===== config.mk =====
export PLATFORM = sky130hd
export DESIGN_NAME = nrs_ls_estimator
export DESIGN_NICKNAME = d
export VERILOG_FILES = /design/src/rtl/nrs_ls_estimator.sv
export SDC_FILE = /design/constraint.sdc
export NUM_CORES = 1
export LEC_CHECK = 0
export ABC_CLOCK_PERIOD_IN_PS = 6700
export BUFFER_PORTS_ARGS = -buffer_cell sky130_fd_sc_hd__buf_4
export CAP_MARGIN = 20
export CORE_MARGIN = 2
export CORE_UTILIZATION = 61
export CTS_BUF_LIST = sky130_fd_sc_hd__clkbuf_8
export DETAILED_ROUTE_END_ITERATION = 10
export PLACE_DENSITY_LB_ADDON = 0.25
export SLEW_MARGIN = 30
export SYNTH_ARGS = -nofsm -noshare
export SYNTH_HDL_FRONTEND = slang
export SYNTH_SLANG_ARGS = --single-unit

===== constraint.sdc =====
create_clock -name clk -period 6.7 [get_ports clk]
set_clock_uncertainty 0.15 [all_clocks]
set_input_delay 1.005 -clock clk [delete_from_list [all_inputs] [get_ports clk]]
set_output_delay 1.005 -clock clk [all_outputs]
set_load 0.1 [all_outputs]

===== src/rtl/nrs_ls_estimator.sv =====
// nrs_ls_estimator
// Least-squares channel estimator for NRS pilots. For each accepted pilot y it
// reads c(2m) and c(2m+1) from the NRS generator, forms the QPSK reference
// s = (1-2c0) + j(1-2c1) and produces h = y * conj(s) using only negation and
// addition. A running sum over the PILOTS pilots of a frame yields the frame
// average, emitted together with the estimate of the last pilot.

module nrs_ls_estimator #(
   parameter int WIDTH_REG = 16,
   parameter int LINES     = $clog2(WIDTH_REG),
   parameter int PILOTS    = WIDTH_REG / 2,
   parameter int IQ_W      = 16,
   parameter int H_W       = IQ_W + 2
) (
   input  logic                   clk,
   input  logic                   rst,
   input  logic                   new_frame,
   input  logic                   pilot_valid,
   input  logic signed [IQ_W-1:0] pilot_re,
   input  logic signed [IQ_W-1:0] pilot_im,
   output logic                   pilot_ready,
   output logic [LINES-1:0]       rd_addr_est,
   input  logic                   nrs_est,
   output logic                   h_valid,
   output logic signed [H_W-1:0]  h_re,
   output logic signed [H_W-1:0]  h_im,
   output logic                   avg_valid,
   output logic signed [H_W-1:0]  avg_re,
   output logic signed [H_W-1:0]  avg_im
);

   // log2(PILOTS): the average is a pure arithmetic shift
   localparam int SHIFT = $clog2(PILOTS);
   localparam int M_W   = (SHIFT > 0) ? SHIFT : 1;
   localparam int ACC_W = H_W + SHIFT;

   typedef enum logic [1:0] {
      IDLE = 2'd0,
      RD0  = 2'd1,
      RD1  = 2'd2,
      MUL  = 2'd3
   } state_t;

   // Sign-extend x to H_W bits and optionally negate it (multiply by +/-1).
   // H_W leaves room so that negating the most negative input cannot wrap.
   function automatic logic signed [H_W-1:0] cond_neg(
      input logic signed [IQ_W-1:0] x,
      input logic                   neg
   );
      logic signed [H_W-1:0] ext;
      ext = {{(H_W-IQ_W){x[IQ_W-1]}}, x};
      if (neg) begin
         cond_neg = -ext;
      end else begin
         cond_neg = ext;
      end
   endfunction

   state_t                  state_q, state_d;
   logic [M_W-1:0]          m_q, m_d;
   logic signed [ACC_W-1:0] acc_re_q, acc_re_d;
   logic signed [ACC_W-1:0] acc_im_q, acc_im_d;
   logic signed [IQ_W-1:0]  yr_q, yr_d;
   logic signed [IQ_W-1:0]  yi_q, yi_d;
   logic                    c0_q, c0_d;
   logic                    h_valid_q, h_valid_d;
   logic signed [H_W-1:0]   h_re_q, h_re_d;
   logic signed [H_W-1:0]   h_im_q, h_im_d;
   logic                    avg_valid_q, avg_valid_d;
   logic signed [H_W-1:0]   avg_re_q, avg_re_d;
   logic signed [H_W-1:0]   avg_im_q, avg_im_d;

   logic                    ready_s;
   logic [LINES-1:0]        rd_addr_s;
   logic signed [H_W-1:0]   est_re_s, est_im_s;
   logic signed [ACC_W-1:0] sum_re_s, sum_im_s;
   logic signed [ACC_W-1:0] avg_re_full_s, avg_im_full_s;

   // Estimate datapath: a = 1-2*c0 (c0 registered), b = 1-2*c1 (c1 = nrs_est in MUL)
   //   h_re = yr*a + yi*b,  h_im = yi*a - yr*b
   // plus the accumulator update and the floor-rounded frame average.
   always_comb begin
      est_re_s      = cond_neg(yr_q, c0_q) + cond_neg(yi_q, nrs_est);
      est_im_s      = cond_neg(yi_q, c0_q) + cond_neg(yr_q, ~nrs_est);
      sum_re_s      = acc_re_q + ACC_W'(est_re_s);
      sum_im_s      = acc_im_q + ACC_W'(est_im_s);
      avg_re_full_s = sum_re_s >>> SHIFT;
      avg_im_full_s = sum_im_s >>> SHIFT;
   end

   // Next-state and control: new_frame overrides the sequence and aborts any
   // pilot in flight; otherwise walk IDLE -> RD0 -> RD1 -> MUL -> IDLE.
   always_comb begin
      state_d     = state_q;
      m_d         = m_q;
      acc_re_d    = acc_re_q;
      acc_im_d    = acc_im_q;
      yr_d        = yr_q;
      yi_d        = yi_q;
      c0_d        = c0_q;
      h_valid_d   = 1'b0;
      h_re_d      = h_re_q;
      h_im_d      = h_im_q;
      avg_valid_d = 1'b0;
      avg_re_d    = avg_re_q;
      avg_im_d    = avg_im_q;
      ready_s     = 1'b0;
      rd_addr_s   = {LINES{1'b0}};

      if (new_frame) begin
         state_d  = IDLE;
         m_d      = {M_W{1'b0}};
         acc_re_d = {ACC_W{1'b0}};
         acc_im_d = {ACC_W{1'b0}};
      end else begin
         case (state_q)
            IDLE: begin
               ready_s = 1'b1;
               if (pilot_valid) begin
                  yr_d    = pilot_re;
                  yi_d    = pilot_im;
                  state_d = RD0;
               end else begin
                  state_d = IDLE;
               end
            end
            RD0: begin
               rd_addr_s = LINES'({m_q, 1'b0});
               state_d   = RD1;
            end
            RD1: begin
               // nrs_est now carries c(2m), requested during RD0
               rd_addr_s = LINES'({m_q, 1'b1});
               c0_d      = nrs_est;
               state_d   = MUL;
            end
            MUL: begin
               h_valid_d = 1'b1;
               h_re_d    = est_re_s;
               h_im_d    = est_im_s;
               state_d   = IDLE;
               if (m_q == M_W'(PILOTS - 1)) begin
                  avg_valid_d = 1'b1;
                  avg_re_d    = avg_re_full_s[H_W-1:0];
                  avg_im_d    = avg_im_full_s[H_W-1:0];
                  m_d         = {M_W{1'b0}};
                  acc_re_d    = {ACC_W{1'b0}};
                  acc_im_d    = {ACC_W{1'b0}};
               end else begin
                  m_d      = m_q + M_W'(1);
                  acc_re_d = sum_re_s;
                  acc_im_d = sum_im_s;
               end
            end
            default: begin
               state_d = IDLE;
            end
         endcase
      end
   end

   // State and datapath registers with synchronous reset
   always_ff @(posedge clk) begin
      if (rst) begin
         state_q     <= IDLE;
         m_q         <= {M_W{1'b0}};
         acc_re_q    <= {ACC_W{1'b0}};
         acc_im_q    <= {ACC_W{1'b0}};
         yr_q        <= {IQ_W{1'b0}};
         yi_q        <= {IQ_W{1'b0}};
         c0_q        <= 1'b0;
         h_valid_q   <= 1'b0;
         h_re_q      <= {H_W{1'b0}};
         h_im_q      <= {H_W{1'b0}};
         avg_valid_q <= 1'b0;
         avg_re_q    <= {H_W{1'b0}};
         avg_im_q    <= {H_W{1'b0}};
      end else begin
         state_q     <= state_d;
         m_q         <= m_d;
         acc_re_q    <= acc_re_d;
         acc_im_q    <= acc_im_d;
         yr_q        <= yr_d;
         yi_q        <= yi_d;
         c0_q        <= c0_d;
         h_valid_q   <= h_valid_d;
         h_re_q      <= h_re_d;
         h_im_q      <= h_im_d;
         avg_valid_q <= avg_valid_d;
         avg_re_q    <= avg_re_d;
         avg_im_q    <= avg_im_d;
      end
   end

   // Output stage: every output reads 0 while rst is high, including the
   // rst cycle itself, otherwise the registered values are presented.
   always_comb begin
      if (rst) begin
         pilot_ready = 1'b0;
         rd_addr_est = {LINES{1'b0}};
         h_valid     = 1'b0;
         h_re        = {H_W{1'b0}};
         h_im        = {H_W{1'b0}};
         avg_valid   = 1'b0;
         avg_re      = {H_W{1'b0}};
         avg_im      = {H_W{1'b0}};
      end else begin
         pilot_ready = ready_s;
         rd_addr_est = rd_addr_s;
         h_valid     = h_valid_q;
         h_re        = h_re_q;
         h_im        = h_im_q;
         avg_valid   = avg_valid_q;
         avg_re      = avg_re_q;
         avg_im      = avg_im_q;
      end
   end

endmodule

## Yosys cells after proc, flatten, opt, wreduce, memory -nomap -nowiden

Index checks and enable logic that the tools add are counted.

| operators by class | value |
|---|---|
| add/sub/neg operators | 7 |
| eq/ne operators | 4 |
| mux-type cells | 23 |
| bitwise gates (word level) | 2 |
| reduce and logical (&&, ||, !) cells | 7 |

Operator list:

| kind | count |
|---|---|
| 18-bit 2-to-1 mux | 8 |
| 21-bit by 18-bit adder with 21-bit output | 2 |
| 21-bit 2-to-1 mux | 2 |
| 18-bit adder | 2 |
| 16-bit negator with 18-bit output | 2 |
| 1-bit 2-to-1 mux | 8 |
| 4-bit 2-to-1 mux | 2 |
| 2-bit case mux with 4 select lines | 1 |
| 4-bit case mux with 2 select lines | 1 |
| 3-bit AND reduction | 2 |
| 2-bit == test (second input constant) | 2 |
| 2-bit AND reduction | 2 |
| 3-bit by 1-bit adder with 3-bit output (second input constant) | 1 |
| 3-bit == test (second input constant) | 1 |
| 3-bit 2-to-1 mux | 1 |
| 3-bit OR reduction | 1 |
| 2-bit by 1-bit == test with 1-bit output (second input constant) | 1 |
| 2-bit zero test | 1 |
| 1-bit NOT | 2 |
| 2-bit OR reduction | 1 |

| word-level totals | value |
|---|---|
| register bits after elaboration | 154 |
| output and inout port bits | 79 |
| logic and storage cells | 56 |

## Depth between registers and ports, before layout

| logic depth | value |
|---|---|
| depth in word-level cells | 5 |
| mapped depth | 26 |
| gate-level depth less buffers | 26 |

## Least setup slack after synthesis

No wires, ideal clock.

| timing path | value |
|---|---|
| kind | input to register |
| start | input nrs_est |
| end | register acc_im_q[19] |
| arrival time | 5.503 ns |
| required time | 6.433 ns |
| path slack | 0.929 ns |
| stages | 24 |
| buffers on the path | 2 |
| path through | buf_6 clkbuf_1 nor2_1 xor2_1 ha_1 nor2b_1 o21ai_0 a21oi_1 o21ai_0 a21boi_0 o21ai_0 a31oi_1 a21oi_1 xnor2_1 ha_1 a21oi_1 inv_1 a21oi_1 or4b_2 a31oi_1 o21ai_0 a31oi_1 mux2i_1 nand2_1 |

| on the way | value |
|---|---|
| word-level cells in the longest chain between the ends | 4 |

RTL lines:

| element | RTL line | RTL |
|---|---|---|
| from (decl) | 23 | `input logic nrs_est,` |
| 18-bit 2-to-1 mux | 52 | `if (neg) begin` |
| 18-bit adder | 84 | `est_im_s = cond_neg(yi_q, c0_q) + cond_neg(yr_q, ~nrs_est);` |
| via est_im_s[12] | 75 | `logic signed [H_W-1:0] est_re_s, est_im_s;` |
| 21-bit by 18-bit adder with 21-bit output | 86 | `sum_im_s = acc_im_q + ACC_W'(est_im_s);` |
| 21-bit 2-to-1 mux | 142 | `if (m_q == M_W'(PILOTS - 1)) begin` |
| to (signal assigned) | 168 | `acc_im_q <= {ACC_W{1'b0}};` |
| to (signal assigned) | 182 | `acc_im_q <= acc_im_d;` |
| to (decl) | 62 | `logic signed [ACC_W-1:0] acc_im_q, acc_im_d;` |

The timed path passes the listed nets, and every way through them passes these cells.
A chain may end at the register's enable or synchronous reset.

## Final worst setup path

| timing path | value |
|---|---|
| start | register yi_q[0] |
| end | register avg_im_q[16] |

| on the way | value |
|---|---|
| word-level cells in the longest chain between the ends | 4 |

RTL lines:

| element | RTL line | RTL |
|---|---|---|
| from (decl) | 64 | `logic signed [IQ_W-1:0] yi_q, yi_d;` |
| from (signal assigned) | 170 | `yi_q <= {IQ_W{1'b0}};` |
| from (signal assigned) | 184 | `yi_q <= yi_d;` |
| 16-bit negator with 18-bit output | 53 | `cond_neg = -ext;` |
| 18-bit 2-to-1 mux * | 52 |  |
| 18-bit adder * | 84 |  |
| via est_im_s[7] | 75 |  |
| 21-bit by 18-bit adder with 21-bit output * | 86 |  |
| to (signal assigned) | 177 | `avg_im_q <= {H_W{1'b0}};` |
| to (signal assigned) | 191 | `avg_im_q <= avg_im_d;` |
| to (decl) | 71 | `logic signed [H_W-1:0] avg_im_q, avg_im_d;` |

Mark *: on every way through the listed nets, which the timed path passes. The rest lies on a longest branch.

==> run metrics <==
distinct cell type count after synthesis 62; full die area 0.0178 mm²; final wirelength 25600 µm; final setup TNS 0 ps; Syn. warnings 0; WL/cell 15.9 µm; proportion of layout cells with a drive suffix above 1 about an eighth; CTS tree yes; Rows 47; H-tree depth 4; Max IR drop VDD 0.000128 V; area grow syn2layout 12.9%; ANT nets after route 0; nets@finish between 1500 and 2000; Die Span X 134 µm; Hold WS 303 ps; origin of the worst setup path yi_q[0]$_SDFFE_PP0P_; largest net degree at the start of global routing 85; initial antenna violation count 0; Max Fclk 168 MHz; worst-margin pin slew 870 ps; Pleak 5.05 nW; PortBufs roughly 120; number of buffers created by CTS 17; Reg clk slew, reported paths 90 ps; DRT iter0 DRCs 565; DRC Markers 0; final critical-path share of the clock period 88.9%; max incr delay on CP 660 ps; Mapped Avg Cell Area 7.85 µm²; sequential share of the synthesized area about 30%; Vias per Instance 5.74; Synth Instances between 1000 and 1500; io pins around 120; CP max stage cell or4b_2; most common flop cell mapped by yosys dfxtp_1; Ant. Diodes 0; Fillers around 1400; Crit Path Class reg -> reg; Post-synth EDFFs 0; ys async rst share 0%; die height 134 µm; Final Hold Viols 0; Post-CTS Setup Inserts 0; setup violators final 0; multi-input logic area 0.00677 mm²; fin crit period between 5000 and 6000 ps; # resized after CTS 0; post-synthesis cell area about 0.010 mm²; GP Congestion 0.973; Tot GR Track Use 29.0%; global route overflow 0; most frequent cells in the layout nand2_1 (201), dfxtp_1 (153), a21oi_1 (139); R2R Path Start yi_q[0]$_SDFFE_PP0P_; vias in the first global route between 8000 and 9000; Worst setup EP type flop; Startpoint Class flop; PD cells around 190 mW/mm²; most common cell after layout, fill and taps aside nand2_1; Hold Startpoint avg_im_q[4]$_SDFFE_PP0P_; worst min path class reg -> reg; Crit path arrival time roughly 6100 ps; CTS Hold Bufs 0; placeable core area between 0.015 and 0.02 mm²; first-pass GRT wire length 41500 µm; Critical Path Fanout Max 5; CTS Root Cell clkbuf_8; RSZ-0062 raised after global routing false; FF+latch count, synth between 150 and 200; critical path data required time about 6900 ps; routed vias 9259; drt pass-1 iters 7; Max clock buf depth 2; Reg area 0.00306 mm²; status finished clean; clock sink total around 150; DP Wirelength 19700 µm; Slew headroom about two fifths; Max Slew Vio Count 0; Clk Latency, worst-skew pair roughly 480 ps; Initial Util 62.2%; Max Cap Viol 0; Post-Synthesis Net Count 1429
-- cell type report --
| type | count | share of cell area [%] |
|---|---|---|
| Clock buffer | 19 | 2.26 |
| Clock inverter | 13 | 0.953 |
| Inverter | 34 | 1.11 |
| Multi-Input combinational cell | 1047 | 58.6 |
| Sequential cell | 153 | 26.5 |
| Tap cell | 220 | 2.38 |
| Timing Repair Buffer | 126 | 8.19 |
-- power by group --
part | total, mW | leakage, nW | internal (mW) | switching (mW)
Clock | 0.670 | 0.191 | 0.286 | 0.385
Sequential | 0.936 | 1.24 | 0.919 | 0.0177
Combinational | 0.614 | 3.62 | 0.232 | 0.382
-- logic make-up (layout without fill, tap and decap cells) --
kind of cell	count (synthesis)	count (layout)	synth area share, %
buffers and inverters	104	192	4.03
xor gates and xnor gates	120	120	10.3
DFF	153	153	29.9
and+or+nand+nor	498	498	23.0
AOI/OAI and AO/OA	331	331	20.6
muxes	10	10	1.12
adders and majority gates	88	88	11.1
-- critical path, delay by kind of cell (launching register included) --
family | cells | cell delay [ps]
AOI/OAI and AO/OA | 13 | 2730
buffers and inverters | 2 | 160
adders and majority gates | 3 | 960
xor gates and xnor gates | 2 | 350
DFF | 1 | 410
and+or+nand+nor | 5 | 1040
-- sequential cells by signal, summed over array words and instances (netlist names) --
register	flops
acc_im_q	21
acc_re_q	21
avg_im_q	18
avg_re_q	18
h_re_q	18
h_im_q	17
yi_q	16
yr_q	16
m_q	3
state_q	2
avg_valid_q	1
c0_q	1
h_valid_q	1
-- synth_stat cells (all sizes together), types with 3 or more instances --
master	n	share of area [%]
nor2b	90	5.6
buf	11	0.61
nand2	201	7.4
fa	4	0.78
nor3	21	1.0
or3	14	0.90
dfxtp	153	30
nand2b	21	1.3
nand3	6	0.34
mux2i	8	0.90
o22a	23	2.0
a21oi	139	6.8
and2	11	0.67
o21ai	34	1.7
xor2	33	2.8
a22oi	28	2.1
a31oi	7	0.43
a21boi	5	0.37
a21o	29	2.1
a211oi	8	0.59
xnor2	87	7.5
inv	34	1.2
and3	3	0.20
o21a	18	1.3
or2	4	0.24
a41oi	3	0.26
o31ai	8	0.59
nor2	114	4.2
o211ai	5	0.37
clkbuf	59	2.2
o21bai	8	0.59
ha	84	10
nor4	4	0.45
o31a	4	0.34
-- stage by stage --
step	power [mW]	area, µm²	setup slack [ps]	utilization (%)	std cells
CTS	2.22	11500	799	70.1	1612
floorplan	1.40	10200	929	-	1304
detailed placement	1.56	11200	576	67.9	1580
global placement	1.55	11200	696	67.8	1580
global route	2.32	11500	314	70.1	1612
finish	2.22	11500	745	70.1	1612
-- layer usage --
layer,vias to the layer above,GRT usage (%),part of all wire [%],wire length [µm]
met3,61,4.87,5.8,1480
met1,4289,37.2,44,11200
met2,285,48.3,47,12100
met4,0,12.1,3.1,802
met5,-,0,0,0
li1,4624,-,-,-
-- path summary, 6_finish.rpt --
check | endpoint | slack (ps) | depth (start not counted)
worst max-delay path | avg_im_q[16]$_SDFFE_PP0P_ | 740 | 25
worst min-delay path | avg_im_q[4]$_SDFFE_PP0P_ | 300 | 2
worst max register to register | avg_im_q[16]$_SDFFE_PP0P_ | 740 | 25
worst min register to register | avg_im_q[4]$_SDFFE_PP0P_ | 300 | 2
Power figures use the tool's default switching activity.
